`src/rtl/elevator_run_monitor_if.sv`:
```
// ---------------------------------------------------------------------------
// elevator_run_monitor_if
//   Bundles the registered elevator state consumed by elevator_run_monitor
//   and the status/display signals it produces.
//   master : upstream/observer side (drives the elevator state, reads status)
//   slave  : the monitor itself
//   Signals:
//     remaining_1..7   6b  waiting count per floor
//     boarding_1,_2    6b  riding count per car
//     curr_elevator_*  3b  floor of each car
//     done, timeout    1b  run status
//     step_count       STEP_W  steps taken while running
//     total_waiting    9b, total_riding 7b  registered sums
//     digit_sel        4b one-hot digit enable, digit_val 4b hex nibble
// ---------------------------------------------------------------------------
interface elevator_run_monitor_if #(
  parameter int STEP_W = 10
);
  logic [5:0]        remaining_1;
  logic [5:0]        remaining_2;
  logic [5:0]        remaining_3;
  logic [5:0]        remaining_4;
  logic [5:0]        remaining_5;
  logic [5:0]        remaining_6;
  logic [5:0]        remaining_7;
  logic [5:0]        boarding_1;
  logic [5:0]        boarding_2;
  logic [2:0]        curr_elevator_1;
  logic [2:0]        curr_elevator_2;
  logic              done;
  logic              timeout;
  logic [STEP_W-1:0] step_count;
  logic [8:0]        total_waiting;
  logic [6:0]        total_riding;
  logic [3:0]        digit_sel;
  logic [3:0]        digit_val;

  modport master (
    output remaining_1, remaining_2, remaining_3, remaining_4,
           remaining_5, remaining_6, remaining_7,
           boarding_1, boarding_2, curr_elevator_1, curr_elevator_2,
    input  done, timeout, step_count, total_waiting, total_riding,
           digit_sel, digit_val
  );

  modport slave (
    input  remaining_1, remaining_2, remaining_3, remaining_4,
           remaining_5, remaining_6, remaining_7,
           boarding_1, boarding_2, curr_elevator_1, curr_elevator_2,
    output done, timeout, step_count, total_waiting, total_riding,
           digit_sel, digit_val
  );
endinterface

```
`src/rtl/elevator_run_monitor.sv`:
```
// ---------------------------------------------------------------------------
// elevator_run_monitor
//   Counts simulation steps (one per clock edge) until every floor and car
//   is empty, then holds done until reset. Publishes registered passenger
//   totals and scans car floors / step count onto a 4-digit hex display.
//   Optional macro RUN_TIMEOUT_EN adds a TIMEOUT terminal state entered when
//   step_count reaches TIMEOUT_STEPS while passengers remain.
//   Ports:
//     clock        rising-edge clock
//     reset_start  asynchronous active-high reset
//     bus          elevator_run_monitor_if.slave (state in, status/display out)
// ---------------------------------------------------------------------------
module elevator_run_monitor #(
  parameter int STEP_W        = 10,
  parameter int SCAN_DIV      = 16,
  parameter int TIMEOUT_STEPS = 500
) (
  input  logic                  clock,
  input  logic                  reset_start,
  elevator_run_monitor_if.slave bus
);

  localparam int SCAN_W = (SCAN_DIV > 2) ? $clog2(SCAN_DIV) : 1;
  localparam logic [SCAN_W-1:0] SCAN_LAST = SCAN_W'(SCAN_DIV - 1);
  localparam bit PARAMS_OK = (SCAN_DIV >= 2) && (TIMEOUT_STEPS >= 0) &&
                             (TIMEOUT_STEPS < (2 ** STEP_W));

  generate
    if (!PARAMS_OK) begin : g_param_check
      $error("elevator_run_monitor: SCAN_DIV must be >=2 and TIMEOUT_STEPS < 2**STEP_W");
    end
  endgenerate

`ifdef RUN_TIMEOUT_EN
  typedef enum logic [1:0] {ST_RUN = 2'd0, ST_DONE = 2'd1, ST_TIMEOUT = 2'd2} state_t;
  localparam logic [STEP_W-1:0] TIMEOUT_LIMIT = STEP_W'(TIMEOUT_STEPS);
`else
  typedef enum logic [1:0] {ST_RUN = 2'd0, ST_DONE = 2'd1} state_t;
`endif

  state_t            state, state_next;
  logic [STEP_W-1:0] step_count, step_next;
  logic              empty;
  logic [8:0]        total_waiting;
  logic [6:0]        total_riding;
  logic [SCAN_W-1:0] scan_cnt;
  logic [3:0]        digit_sel, sel_next;
  logic [3:0]        digit_val, val_next;
  logic [7:0]        step_lo8;

  // Saturating increment: holds at all-ones instead of wrapping.
  function automatic logic [STEP_W-1:0] sat_inc(input logic [STEP_W-1:0] v);
    return (&v) ? v : v + STEP_W'(1);
  endfunction

  assign empty = (bus.remaining_1 == 6'd0) && (bus.remaining_2 == 6'd0) &&
                 (bus.remaining_3 == 6'd0) && (bus.remaining_4 == 6'd0) &&
                 (bus.remaining_5 == 6'd0) && (bus.remaining_6 == 6'd0) &&
                 (bus.remaining_7 == 6'd0) &&
                 (bus.boarding_1 == 6'd0) && (bus.boarding_2 == 6'd0);

  // ---- run FSM: next state and step counter ----
  always_comb begin
    state_next = state;
    step_next  = step_count;
    case (state)
      ST_RUN: begin
        // Empty takes priority over the step limit on the same edge.
        if (empty) begin
          state_next = ST_DONE;
`ifdef RUN_TIMEOUT_EN
        end else if (step_count == TIMEOUT_LIMIT) begin
          state_next = ST_TIMEOUT;
`endif
        end else begin
          step_next = sat_inc(step_count);
        end
      end
      default: ;
    endcase
  end

  always_ff @(posedge clock or posedge reset_start) begin
    if (reset_start) begin
      state      <= ST_RUN;
      step_count <= '0;
    end else begin
      state      <= state_next;
      step_count <= step_next;
    end
  end

  // ---- totals: one-cycle registered sums, updated in every state ----
  always_ff @(posedge clock or posedge reset_start) begin
    if (reset_start) begin
      total_waiting <= '0;
      total_riding  <= '0;
    end else begin
      total_waiting <= 9'(bus.remaining_1) + 9'(bus.remaining_2) +
                       9'(bus.remaining_3) + 9'(bus.remaining_4) +
                       9'(bus.remaining_5) + 9'(bus.remaining_6) +
                       9'(bus.remaining_7);
      total_riding  <= 7'(bus.boarding_1) + 7'(bus.boarding_2);
    end
  end

  // ---- display scan ----
  generate
    if (STEP_W >= 8) begin : g_step_wide
      assign step_lo8 = step_count[7:0];
    end else begin : g_step_narrow
      assign step_lo8 = 8'(step_count);
    end
  endgenerate

  // digit_val is loaded from the digit that digit_sel will show after this
  // edge, so the pair never disagrees; contents refresh every clock.
  always_comb begin
    sel_next = (scan_cnt == SCAN_LAST) ? {digit_sel[2:0], digit_sel[3]} : digit_sel;
    val_next = 4'd0;
    case (sel_next)
      4'b0001: val_next = {1'b0, bus.curr_elevator_1};
      4'b0010: val_next = {1'b0, bus.curr_elevator_2};
      4'b0100: val_next = step_lo8[3:0];
      4'b1000: val_next = step_lo8[7:4];
      default: val_next = 4'd0;
    endcase
  end

  always_ff @(posedge clock or posedge reset_start) begin
    if (reset_start) begin
      scan_cnt  <= '0;
      digit_sel <= 4'b0001;
      digit_val <= 4'd0;
    end else begin
      scan_cnt  <= (scan_cnt == SCAN_LAST) ? '0 : scan_cnt + SCAN_W'(1);
      digit_sel <= sel_next;
      digit_val <= val_next;
    end
  end

  assign bus.done          = (state == ST_DONE);
`ifdef RUN_TIMEOUT_EN
  assign bus.timeout       = (state == ST_TIMEOUT);
`else
  assign bus.timeout       = 1'b0;
`endif
  assign bus.step_count    = step_count;
  assign bus.total_waiting = total_waiting;
  assign bus.total_riding  = total_riding;
  assign bus.digit_sel     = digit_sel;
  assign bus.digit_val     = digit_val;

endmodule
```
`src/flat_wrapper.sv`:
```
// flat-port wrapper written by rule: the top's interface ports become plain ports
module elevator_run_monitor_flat 
#(
  parameter int STEP_W        = 10,
  parameter int SCAN_DIV      = 16,
  parameter int TIMEOUT_STEPS = 500
)
  (clock, reset_start, bus_remaining_1, bus_remaining_2, bus_remaining_3, bus_remaining_4, bus_remaining_5, bus_remaining_6, bus_remaining_7, bus_boarding_1, bus_boarding_2, bus_curr_elevator_1, bus_curr_elevator_2, bus_done, bus_timeout, bus_step_count, bus_total_waiting, bus_total_riding, bus_digit_sel, bus_digit_val);
  elevator_run_monitor_if #(.STEP_W(STEP_W)) bus_i ();
  input  logic clock;
  input  logic reset_start;
  input wire logic [$bits(bus_i.remaining_1)-1:0] bus_remaining_1;
  input wire logic [$bits(bus_i.remaining_2)-1:0] bus_remaining_2;
  input wire logic [$bits(bus_i.remaining_3)-1:0] bus_remaining_3;
  input wire logic [$bits(bus_i.remaining_4)-1:0] bus_remaining_4;
  input wire logic [$bits(bus_i.remaining_5)-1:0] bus_remaining_5;
  input wire logic [$bits(bus_i.remaining_6)-1:0] bus_remaining_6;
  input wire logic [$bits(bus_i.remaining_7)-1:0] bus_remaining_7;
  input wire logic [$bits(bus_i.boarding_1)-1:0] bus_boarding_1;
  input wire logic [$bits(bus_i.boarding_2)-1:0] bus_boarding_2;
  input wire logic [$bits(bus_i.curr_elevator_1)-1:0] bus_curr_elevator_1;
  input wire logic [$bits(bus_i.curr_elevator_2)-1:0] bus_curr_elevator_2;
  output wire logic [$bits(bus_i.done)-1:0] bus_done;
  output wire logic [$bits(bus_i.timeout)-1:0] bus_timeout;
  output wire logic [$bits(bus_i.step_count)-1:0] bus_step_count;
  output wire logic [$bits(bus_i.total_waiting)-1:0] bus_total_waiting;
  output wire logic [$bits(bus_i.total_riding)-1:0] bus_total_riding;
  output wire logic [$bits(bus_i.digit_sel)-1:0] bus_digit_sel;
  output wire logic [$bits(bus_i.digit_val)-1:0] bus_digit_val;
  assign bus_i.remaining_1 = bus_remaining_1;
  assign bus_i.remaining_2 = bus_remaining_2;
  assign bus_i.remaining_3 = bus_remaining_3;
  assign bus_i.remaining_4 = bus_remaining_4;
  assign bus_i.remaining_5 = bus_remaining_5;
  assign bus_i.remaining_6 = bus_remaining_6;
  assign bus_i.remaining_7 = bus_remaining_7;
  assign bus_i.boarding_1 = bus_boarding_1;
  assign bus_i.boarding_2 = bus_boarding_2;
  assign bus_i.curr_elevator_1 = bus_curr_elevator_1;
  assign bus_i.curr_elevator_2 = bus_curr_elevator_2;
  assign bus_done = bus_i.done;
  assign bus_timeout = bus_i.timeout;
  assign bus_step_count = bus_i.step_count;
  assign bus_total_waiting = bus_i.total_waiting;
  assign bus_total_riding = bus_i.total_riding;
  assign bus_digit_sel = bus_i.digit_sel;
  assign bus_digit_val = bus_i.digit_val;
  elevator_run_monitor #(.STEP_W(STEP_W), .SCAN_DIV(SCAN_DIV), .TIMEOUT_STEPS(TIMEOUT_STEPS)) u_core (.clock(clock), .reset_start(reset_start), .bus(bus_i));
endmodule
```
`config.mk`:
```
export PLATFORM = sky130hd
export DESIGN_NAME = elevator_run_monitor_flat
export DESIGN_NICKNAME = d
export VERILOG_FILES = /design/src/rtl/elevator_run_monitor_if.sv /design/src/rtl/elevator_run_monitor.sv /design/src/flat_wrapper.sv
export SDC_FILE = /design/constraint.sdc
export NUM_CORES = 1
export LEC_CHECK = 0
export ABC_AREA = 0
export ABC_CLOCK_PERIOD_IN_PS = 1800
export CORE_MARGIN = 2
export CORE_UTILIZATION = 43
export CTS_BUF_LIST = sky130_fd_sc_hd__clkbuf_8
export CTS_CLUSTER_SIZE = 28
export DETAILED_ROUTE_END_ITERATION = 16
export PLACE_DENSITY = 0.8
export SETUP_SLACK_MARGIN = 0.5
export SKIP_LAST_GASP = 1
export SLEW_MARGIN = 5
export SYNTH_ARGS = -nofsm -noshare
export SYNTH_HDL_FRONTEND = slang
export SYNTH_SLANG_ARGS = --single-unit
```
`constraint.sdc`:
```
create_clock -name clock -period 1.8 [get_ports clock]
set_clock_uncertainty 0.1 [all_clocks]
set_input_delay 0.18 -clock clock [delete_from_list [all_inputs] [get_ports clock]]
set_output_delay 0.18 -clock clock [all_outputs]
set_load 0.01 [all_outputs]
```
# Word level (Yosys, flattened, before mapping)
# Index checks and enable logic that the tools add are counted.
[word_totals] regBits=39 inputBits=62 output_inout_bits=36 wordCells=47
[op_classes] add_sub_neg=9 n_eq_ne=5 mux=3 bitwise_logic=2 n_reduce_logical=21
[op_table] cell="zero test 6 bit" count=9
[op_table] cell="adder 9 x 6 -> 9 bit" count=5
[op_table] cell="case mux 4 bit (4 select lines)" count=1
[op_table] cell="adder 6 x 6 -> 7 bit" count=2
[op_table] cell="adder 10 x 1 -> 10 bit, second input constant" count=1
[op_table] cell="AND reduction 10 bit" count=1
[op_table] cell="== test 4 bit, second input constant" count=2
[op_table] cell="logical AND 1 bit" count=8
[op_table] cell="two-way mux 4 bit" count=2
[op_table] cell="adder 4 x 1 -> 4 bit, second input constant" count=1
[op_table] cell="== test 4 x 1 -> 1 bit, second input constant" count=1
[op_table] cell="== test 4 x 2 -> 1 bit, second input constant" count=1
[op_table] cell="== test 4 x 3 -> 1 bit, second input constant" count=1
[op_table] cell="AND reduction 3 bit" count=1
[op_table] cell="zero test 2 bit" count=1
[op_table] cell="NOT 1 bit" count=2
[op_table] cell="AND reduction 2 bit" count=1

# Longest topological paths before layout
# Gate-level depths: netlist (run 1).
[depth] ltp_word=11 depth_mapped=16 ltp_nobuf=16

# Worst setup path after synthesis (run 1)
# No wires, ideal clock.
[synth_path] path_kind="input to register" from="input port bus_remaining_2[0]" to="register u_core.total_waiting[8], in the netlist u_core.bus.total_waiting[8]" setup_time_ns=0.122 t_arrival_ns=3.773 required_ns=1.578 path_slack_ns=-2.195 cell_stages=16 path_buffers=0 cell_sequence="ha_1 fa_1 a21o_1 a21oi_1 xnor2_1 fa_1 inv_1 fa_1 fa_1 inv_1 ha_1 a21o_1 a21oi_1 nor2b_1 o21ai_0 nand2b_1"
[synth_between] elab_chain_len=6
[synth_rtl] element="from (decl)" line_no="flat_wrapper.sv:13" text="input wire logic [$bits(bus_i.remaining_2)-1:0] bus_remaining_2;"
[synth_rtl] element="adder 6 x 6 -> 7 bit" line_no="elevator_run_monitor.sv:99" text="total_waiting <= 9'(bus.remaining_1) + 9'(bus.remaining_2) +"
[synth_rtl] element="adder 9 x 6 -> 9 bit" line_no="elevator_run_monitor.sv:99"
[synth_rtl] element="adder 9 x 6 -> 9 bit (2 in a row)" line_no="elevator_run_monitor.sv:100" text="9'(bus.remaining_3) + 9'(bus.remaining_4) +"
[synth_rtl] element="adder 9 x 6 -> 9 bit (2 in a row)" line_no="elevator_run_monitor.sv:101" text="9'(bus.remaining_5) + 9'(bus.remaining_6) +"
[synth_rtl] element="to (signal assigned)" line_no="elevator_run_monitor.sv:99"
[synth_rtl] element="to (decl)" line_no="elevator_run_monitor.sv:44" text="logic [8:0] total_waiting;"
# Every way passes these cells.
# A chain may end at the register's enable or synchronous reset.

# Worst setup path in the final report (run 1)
[layout_path] from="input port bus_remaining_1[0]" to="register u_core.total_waiting[8], in the netlist u_core.bus.total_waiting[8]"
[layout_between] elab_chain_len=6
[layout_rtl] element="from (decl)" line_no="flat_wrapper.sv:12" text="input wire logic [$bits(bus_i.remaining_1)-1:0] bus_remaining_1;"
[layout_rtl] element="adder 6 x 6 -> 7 bit" line_no="elevator_run_monitor.sv:99"
[layout_rtl] element="adder 9 x 6 -> 9 bit" line_no="elevator_run_monitor.sv:99"
[layout_rtl] element="adder 9 x 6 -> 9 bit (2 in a row)" line_no="elevator_run_monitor.sv:100"
[layout_rtl] element="adder 9 x 6 -> 9 bit (2 in a row)" line_no="elevator_run_monitor.sv:101"
# Every way passes these cells.

==> flow_summary.json, run 1 <==
{
  "hpwl_mm": 6.073,
  "dr.pass1.iters": 4,
  "netlist_instances": 262,
  "ir_drop_mv": 0.9693,
  "clkTransAtPathRegs_ps": 80,
  "wl_mm": 8.690,
  "p_seq_frac": 0.234,
  "dieArea_um2": 7299,
  "num-fill-cells": 369,
  "p_leak_nw": 2.457,
  "drcViolationCount": 0,
  "final_max_slew_viol_count": 0,
  "hp-start": "bus_boarding_1[0]",
  "clockBufferDepth": 2,
  "place_area_um2": 4564,
  "path_cells": "buf_8 > ha_4 > fa_2 > a21o_1 > a21oi_4 > xnor2_2 > fa_1 > inv_2 > fa_1 > fa_1 > inv_2 > ha_4 > a21o_1 > a21oi_2 > nor2b_1 > o21ai_1 > nand2b_1",
  "whs_endpoint": "u_core.bus.total_riding[0]$_DFF_PP0_",
  "worstSetupStartpointType": "input pin",
  "ff_latch_area_um2": 980.9,
  "start_util": 0.4465,
  "grt_setup_unrepaired": "yes",
  "synth.avg_cell_area_um2": 10.88,
  "pin_count": 98,
  "combPwrFrac": 0.596,
  "synth.distinct_cells": 39,
  "ctsHoldBuffers": 0,
  "synth_fp_nets": 372,
  "area_growth_pct": 77.67,
  "period_minus_slack_ps": 3581,
  "gp_congestion": 0.9412,
  "ctsHtreeMaxLevel": 2,
  "slowest_delay_ps": 510,
  "yosysSeqAreaShare": 0.3427,
  "rows": 29,
  "intPower_mw": 2.992,
  "grt_max_degree": 40,
  "hp-class": "in -> reg",
  "timing.final.ws_setup_ps": -1781,
  "cts-root-buf": "clkbuf_8",
  "power.clock.fraction": 0.170,
  "dieHeight_um": 85.44,
  "fin_area_um2": 5066,
  "maxCapViolations": 0,
  "cpMostUsedCell": "fa_1",
  "worstSetupPathType": "in -> reg",
  "ys_warn_count": 0,
  "grt_antenna_before_repair": 0,
  "finalHoldViolations": 0,
  "grt-ovfl-total": 0,
  "fmax_mhz": 279.2,
  "reg2reg_slack_ps": -40,
  "period_share": 1.990,
  "ant_nets": 0,
  "syn_area_um2": 2851,
  "wl_per_cell_um": 16.74,
  "required_ps": 1890,
  "layout-drive-gt1-share": 0.4706,
  "violations": "negative setup slack",
  "slowest_stage": "fa_1",
  "grt_use_total": 0.2335,
  "final_core_util": 0.7933,
  "sw_frac_of_total": 0.3402,
  "vias_per_cell": 5.220,
  "placeableCoreArea_um2": 6386,
  "synth-seq-cells": 39,
  "status": "complete, but fails checks",
  "finish.net_count": 551,
  "drt-initial-drc-count": 109,
  "routed-via-count": 2709,
  "multi_input_area_um2": 2191,
  "netSwitchingPower_mw": 1.543,
  "cts_tree": "yes",
  "setup_viol": 11,
  "r2r-end": "u_core.bus.digit_val[0]$_DFF_PP0_",
  "cp-end-kind": "flip-flop",
  "path_max_fanout": 3,
  "cp.arrival_ps": 3670,
  "port_buffers": 96,
  "place_ws_ps": -2494,
  "grt_pass1_wl_mm": 13.31,
  "grt_pass1_vias": 2824,
  "die_x_um": 85.44,
  "reg2reg_depth": 6,
  "cts_buffers": 5,
  "n_antenna_cell": 0,
  "clock_latency_ps": 290,
  "hold_depth": 3,
  "final.setup.tns_ps": -11260,
  "power_density_nw_per_um2": 895.1,
  "clkSinkCount": 39,
  "r2r-start": "u_core.scan_cnt[0]$_DFF_PP0_"
}
area by class of cell:
| type | count | area share |
|---|---|---|
| clock inverters | 2 | 0.007656 |
| flip-flops and latches | 39 | 0.1936 |
| well taps | 77 | 0.01902 |
| repair buffers | 175 | 0.2939 |
| multi-input cells | 170 | 0.4325 |
| clock buffers | 6 | 0.01630 |
| inverters | 50 | 0.03705 |
critical path: cells and delay by family:
kind                     cells  cell delay [ps]
buffers and inverters        3              200
XOR/XNOR                     1               90
AND/OR/NAND/NOR              2              120
adder cells (fa/ha/maj)      6             2260
AO/OA/AOI/OAI                5              820
how the worst max path moves through the flow:
stage | end | startpoint | slack [ps]
6_report | u_core.bus.total_waiting[8]$_DFF_PP0_ | bus_remaining_1[0] | -1780
5_1_grt | u_core.bus.total_waiting[8]$_DFF_PP0_ | bus_remaining_1[0] | -1900
4_1_cts | u_core.bus.total_waiting[8]$_DFF_PP0_ | bus_remaining_1[0] | -1820
3_5_place_dp | u_core.bus.total_waiting[8]$_DFF_PP0_ | bus_remaining_2[1] | -2490
3_3_place_gp | u_core.bus.total_waiting[8]$_DFF_PP0_ | bus_remaining_2[1] | -2430
2_1_floorplan | u_core.bus.total_waiting[8]$_DFF_PP0_ | bus_remaining_2[0] | -1800
Yosys cell counts:
cell type  instances  share of area
ha_1              22          0.097
a211oi_2           1         0.0044
buf_1              1         0.0013
fa_1              26           0.18
a221o_1            3          0.011
or2_2              1         0.0022
nor2_1             4         0.0053
mux2_2             4          0.016
conb_1             1         0.0013
xor2_1            11          0.034
xnor2_1            9          0.028
nand2_1            5         0.0066
clkbuf_1           1         0.0013
dfstp_2            1         0.0092
or3b_2             2         0.0061
a31oi_1            1         0.0022
mux2i_1            1         0.0035
nand4_1            4         0.0088
nor4_1            20          0.044
dfrtp_1           38           0.33
nand3b_1           5          0.013
mux2_1             1         0.0039
nand3_1            7          0.012
nor3_1             1         0.0018
a21oi_1           10          0.018
mux2_4             1         0.0053
nor2b_1            2         0.0044
nor4_4             1         0.0075
nor3_2             1         0.0035
nor4b_1            1         0.0031
a22o_1             4          0.012
o21ai_0            4         0.0070
a211oi_1           3         0.0079
a21o_1             7          0.018
and3_1             1         0.0022
o21bai_1           4          0.011
buf_4              1         0.0026
inv_1             50          0.066
nand2b_1           2         0.0044
routing by layer:
layer  up-vias  GRT usage  routed length, um
li1       1241          -                  -
met1      1332     0.2851               3449
met2       117     0.4155               4510
met3        19    0.03988                477
met4         0    0.08225                252
met5         -          0                  0
metrics by stage:
stage | std cells | total power, mW | hold slack [ps]
global route | 519 | 4.899 | 110.7
floorplan | 262 | 2.427 | 207.8
CTS | 513 | 4.214 | 132.7
detailed placement | 486 | 3.437 | 419.2
finish | 519 | 4.535 | 114.0
global placement | 486 | 3.361 | 406.6
layout by cell type (no fill, tap or decap), drive strengths merged, types with 2 or more instances in the layout:
| master | instances |
|---|---|
| nor4 | 21 |
| nand2 | 5 |
| o21ai | 4 |
| a22o | 4 |
| clkdlybuf4s15 | 11 |
| o21bai | 4 |
| xnor2 | 9 |
| dlygate4sd2 | 40 |
| clkdlybuf4s50 | 7 |
| xor2 | 11 |
| buf | 112 |
| nand3b | 5 |
| ha | 22 |
| nor2 | 4 |
| a21oi | 10 |
| nand3 | 7 |
| nand2b | 2 |
| nor3 | 2 |
| nand4 | 4 |
| a211oi | 4 |
| a21o | 7 |
| clkbuf | 11 |
| inv | 51 |
| or3b | 2 |
| dfrtp | 38 |
| fa | 26 |
| mux2 | 6 |
| a221o | 3 |
| nor2b | 2 |
power by group through the flow:
stage | clock [mW] | combinational [mW] | sequential [mW]
finish | 0.771 | 2.70 | 1.06
global route | 0.815 | 3.01 | 1.08
CTS | 0.780 | 2.37 | 1.06
detailed placement | 0 | 2.35 | 1.08
global placement | 0 | 2.28 | 1.08
floorplan | 0 | 1.28 | 1.15
cell families after synthesis:
logic type	share of synthesized area
compound gates	0.09083
other cells	0.001315
simple gates	0.1251
buf+inv	0.07108
xor+xnor	0.06143
fa+ha+maj	0.2791
mux	0.02852
flops	0.3427
registers in the layout, indices dropped and copies added, names as in the netlist:
name,cells
u_core.bus.digit_sel,4
u_core.state,1
u_core.bus.digit_val,4
u_core.bus.total_waiting,9
u_core.bus.step_count,10
u_core.scan_cnt,4
u_core.bus.total_riding,7
what timing repair did:
action,CTS,global route
pin swaps,48,29
gates resized for setup,264,32
buffers inserted,19,6
endpoints found under the setup margin,69,36
endpoints found under the hold margin,0,0
Power figures use the tool's default switching activity.
==> inputs of run 2 (changes only) <==
CORE_MARGIN = not set   (was 2)
==> flow_summary.json, run 2 (synthesis gave the netlist of run 1 again) <==
{
  "dieArea_um2": 6961,
  "reg2reg_depth": 6,
  "grt-ovfl-total": 0,
  "grt_pass1_wl_mm": 14.19,
  "timing.final.ws_setup_ps": -1926,
  "layout_commonest_cell": "buf_4",
  "ant_nets": 0,
  "reg2reg_slack_ps": 0,
  "ir_drop_mv": 0.9542,
  "finish.net_count": 563,
  "hp-class": "in -> reg",
  "ctsHtreeMaxLevel": 2,
  "layout-drive-gt1-share": 0.4626,
  "port_buffers": 96,
  "cpMostUsedCell": "fa_1",
  "required_ps": 1920,
  "setup_viol": 8,
  "grt_setup_unrepaired": "yes",
  "cts-root-buf": "clkbuf_8",
  "grt_max_degree": 40,
  "drt-initial-drc-count": 67,
  "largest_reg_flops": 10,
  "slowest_delay_ps": 550,
  "dieHeight_um": 83.44,
  "die_x_um": 83.44,
  "regMostFlops": "u_core.bus.step_count",
  "finalHoldViolations": 0,
  "hp-start": "bus_boarding_1[0]",
  "area_growth_pct": 79.90,
  "worst_hold_slack_ps": 109.1,
  "p_leak_nw": 2.477,
  "cts_buffers": 5,
  "wl_mm": 8.967,
  "clock_latency_ps": 290,
  "final.setup.tns_ps": -11790,
  "maxCapViolations": 0,
  "start_util": 0.4465,
  "vias_per_cell": 5.254,
  "mostFrequentLayoutCells": "buf_4, inv_1, dlygate4sd2_1",
  "hold_depth": 3,
  "slowest_stage": "fa_1",
  "clkTransAtPathRegs_ps": 80,
  "grt_pass1_vias": 3051,
  "grt_use_total": 0.2589,
  "ctsHoldBuffers": 0,
  "period_share": 2.070,
  "cts_tree": "yes",
  "clkSinkCount": 39,
  "violations": "negative setup slack",
  "fmax_mhz": 268.4,
  "placeableCoreArea_um2": 6386,
  "clockBufferDepth": 2,
  "power_density_nw_per_um2": 891.9,
  "rows": 29,
  "r2r-end": "u_core.bus.digit_val[1]$_DFF_PP0_",
  "gp_congestion": 0.8869,
  "drcViolationCount": 0,
  "worstSetupStartpointType": "input pin",
  "top_regs": "u_core.bus.step_count (10), u_core.bus.total_waiting (9), u_core.bus.total_riding (7)",
  "whs_endpoint": "u_core.bus.total_riding[0]$_DFF_PP0_",
  "status": "complete, but fails checks",
  "routed-via-count": 2790,
  "path_cells": "buf_8 > ha_4 > fa_2 > a21o_1 > a21oi_4 > xnor2_2 > fa_1 > inv_2 > fa_1 > fa_1 > inv_2 > ha_4 > buf_4 > a21oi_4 > o21bai_1 > a21oi_1 > xnor2_1",
  "dr.pass1.iters": 4,
  "period_minus_slack_ps": 3726,
  "cp-end-kind": "flip-flop",
  "path_max_fanout": 3,
  "grt_antenna_before_repair": 0,
  "wl_per_cell_um": 16.89,
  "final_max_slew_viol_count": 0,
  "cp.arrival_ps": 3850,
  "worstSetupPathType": "in -> reg",
  "n_antenna_cell": 0,
  "hpwl_mm": 6.387,
  "pin_count": 98,
  "r2r-start": "u_core.scan_cnt[0]$_DFF_PP0_"
}
run 2: worst max-delay path by stage:
stage / start / end / cells after the start
6_report: bus_remaining_2[0] / u_core.bus.total_waiting[7]$_DFF_PP0_ / 17
5_1_grt: bus_remaining_2[0] / u_core.bus.total_waiting[7]$_DFF_PP0_ / 17
4_1_cts: bus_remaining_2[0] / u_core.bus.total_waiting[8]$_DFF_PP0_ / 16
3_5_place_dp: bus_remaining_2[0] / u_core.bus.total_waiting[8]$_DFF_PP0_ / 16
3_3_place_gp: bus_remaining_2[0] / u_core.bus.total_waiting[8]$_DFF_PP0_ / 16
2_1_floorplan: bus_remaining_2[0] / u_core.bus.total_waiting[8]$_DFF_PP0_ / 15
run 2: repair_timing:
action	4_1_cts	5_1_grt
resized for setup	254	24
setup endpoints to repair	69	39
buffers inserted	25	7
pin swaps	52	35
hold endpoints to repair	0	0
run 2: routing by layer:
layer	GRT usage	wire, um	share of wire
met1	0.2916	3364	0.38
met2	0.4866	4777	0.53
met3	0.04175	474	0.053
met4	0.1002	351	0.039
met5	0	0	0
run 2: worst max-delay path: cells and delay by family:
family	cells	cell delay [ps]
xor+xnor	2	220
fa+ha+maj	6	2270
buf+inv	4	340
compound gates	5	840
run 2: layout make-up:
cell class              instances  area [um^2]
clock buffers                   7        96.34
clock inverters                 1        7.507
fillers                       366         1256
inverters                      50        187.7
multi-input cells             170         2131
flip-flops and latches         39        980.9
well taps                      77        96.34
repair buffers                187         1630
run 2: metrics by stage:
step	util	std cells	instance area [um^2]	total power, mW	worst slack, ps
3_5_place_dp	0.7206	491	4602	3.528	-2504
5_1_grt	0.8033	531	5130	4.884	-2001
2_1_floorplan	-	262	3114	2.427	-1805
6_report	0.8033	531	5130	4.575	-1926
3_3_place_gp	0.7206	491	4602	3.381	-2365
4_1_cts	0.7786	524	4972	4.379	-1848
run 2: where the power goes:
group / internal (mW) / switching (mW) / leakage (nW)
clock: 0.348 / 0.305 / 0.0505
sequential: 1.03 / 0.0353 / 0.471
combinational: 1.56 / 1.30 / 1.96
total: 2.94 / 1.64 / 2.48
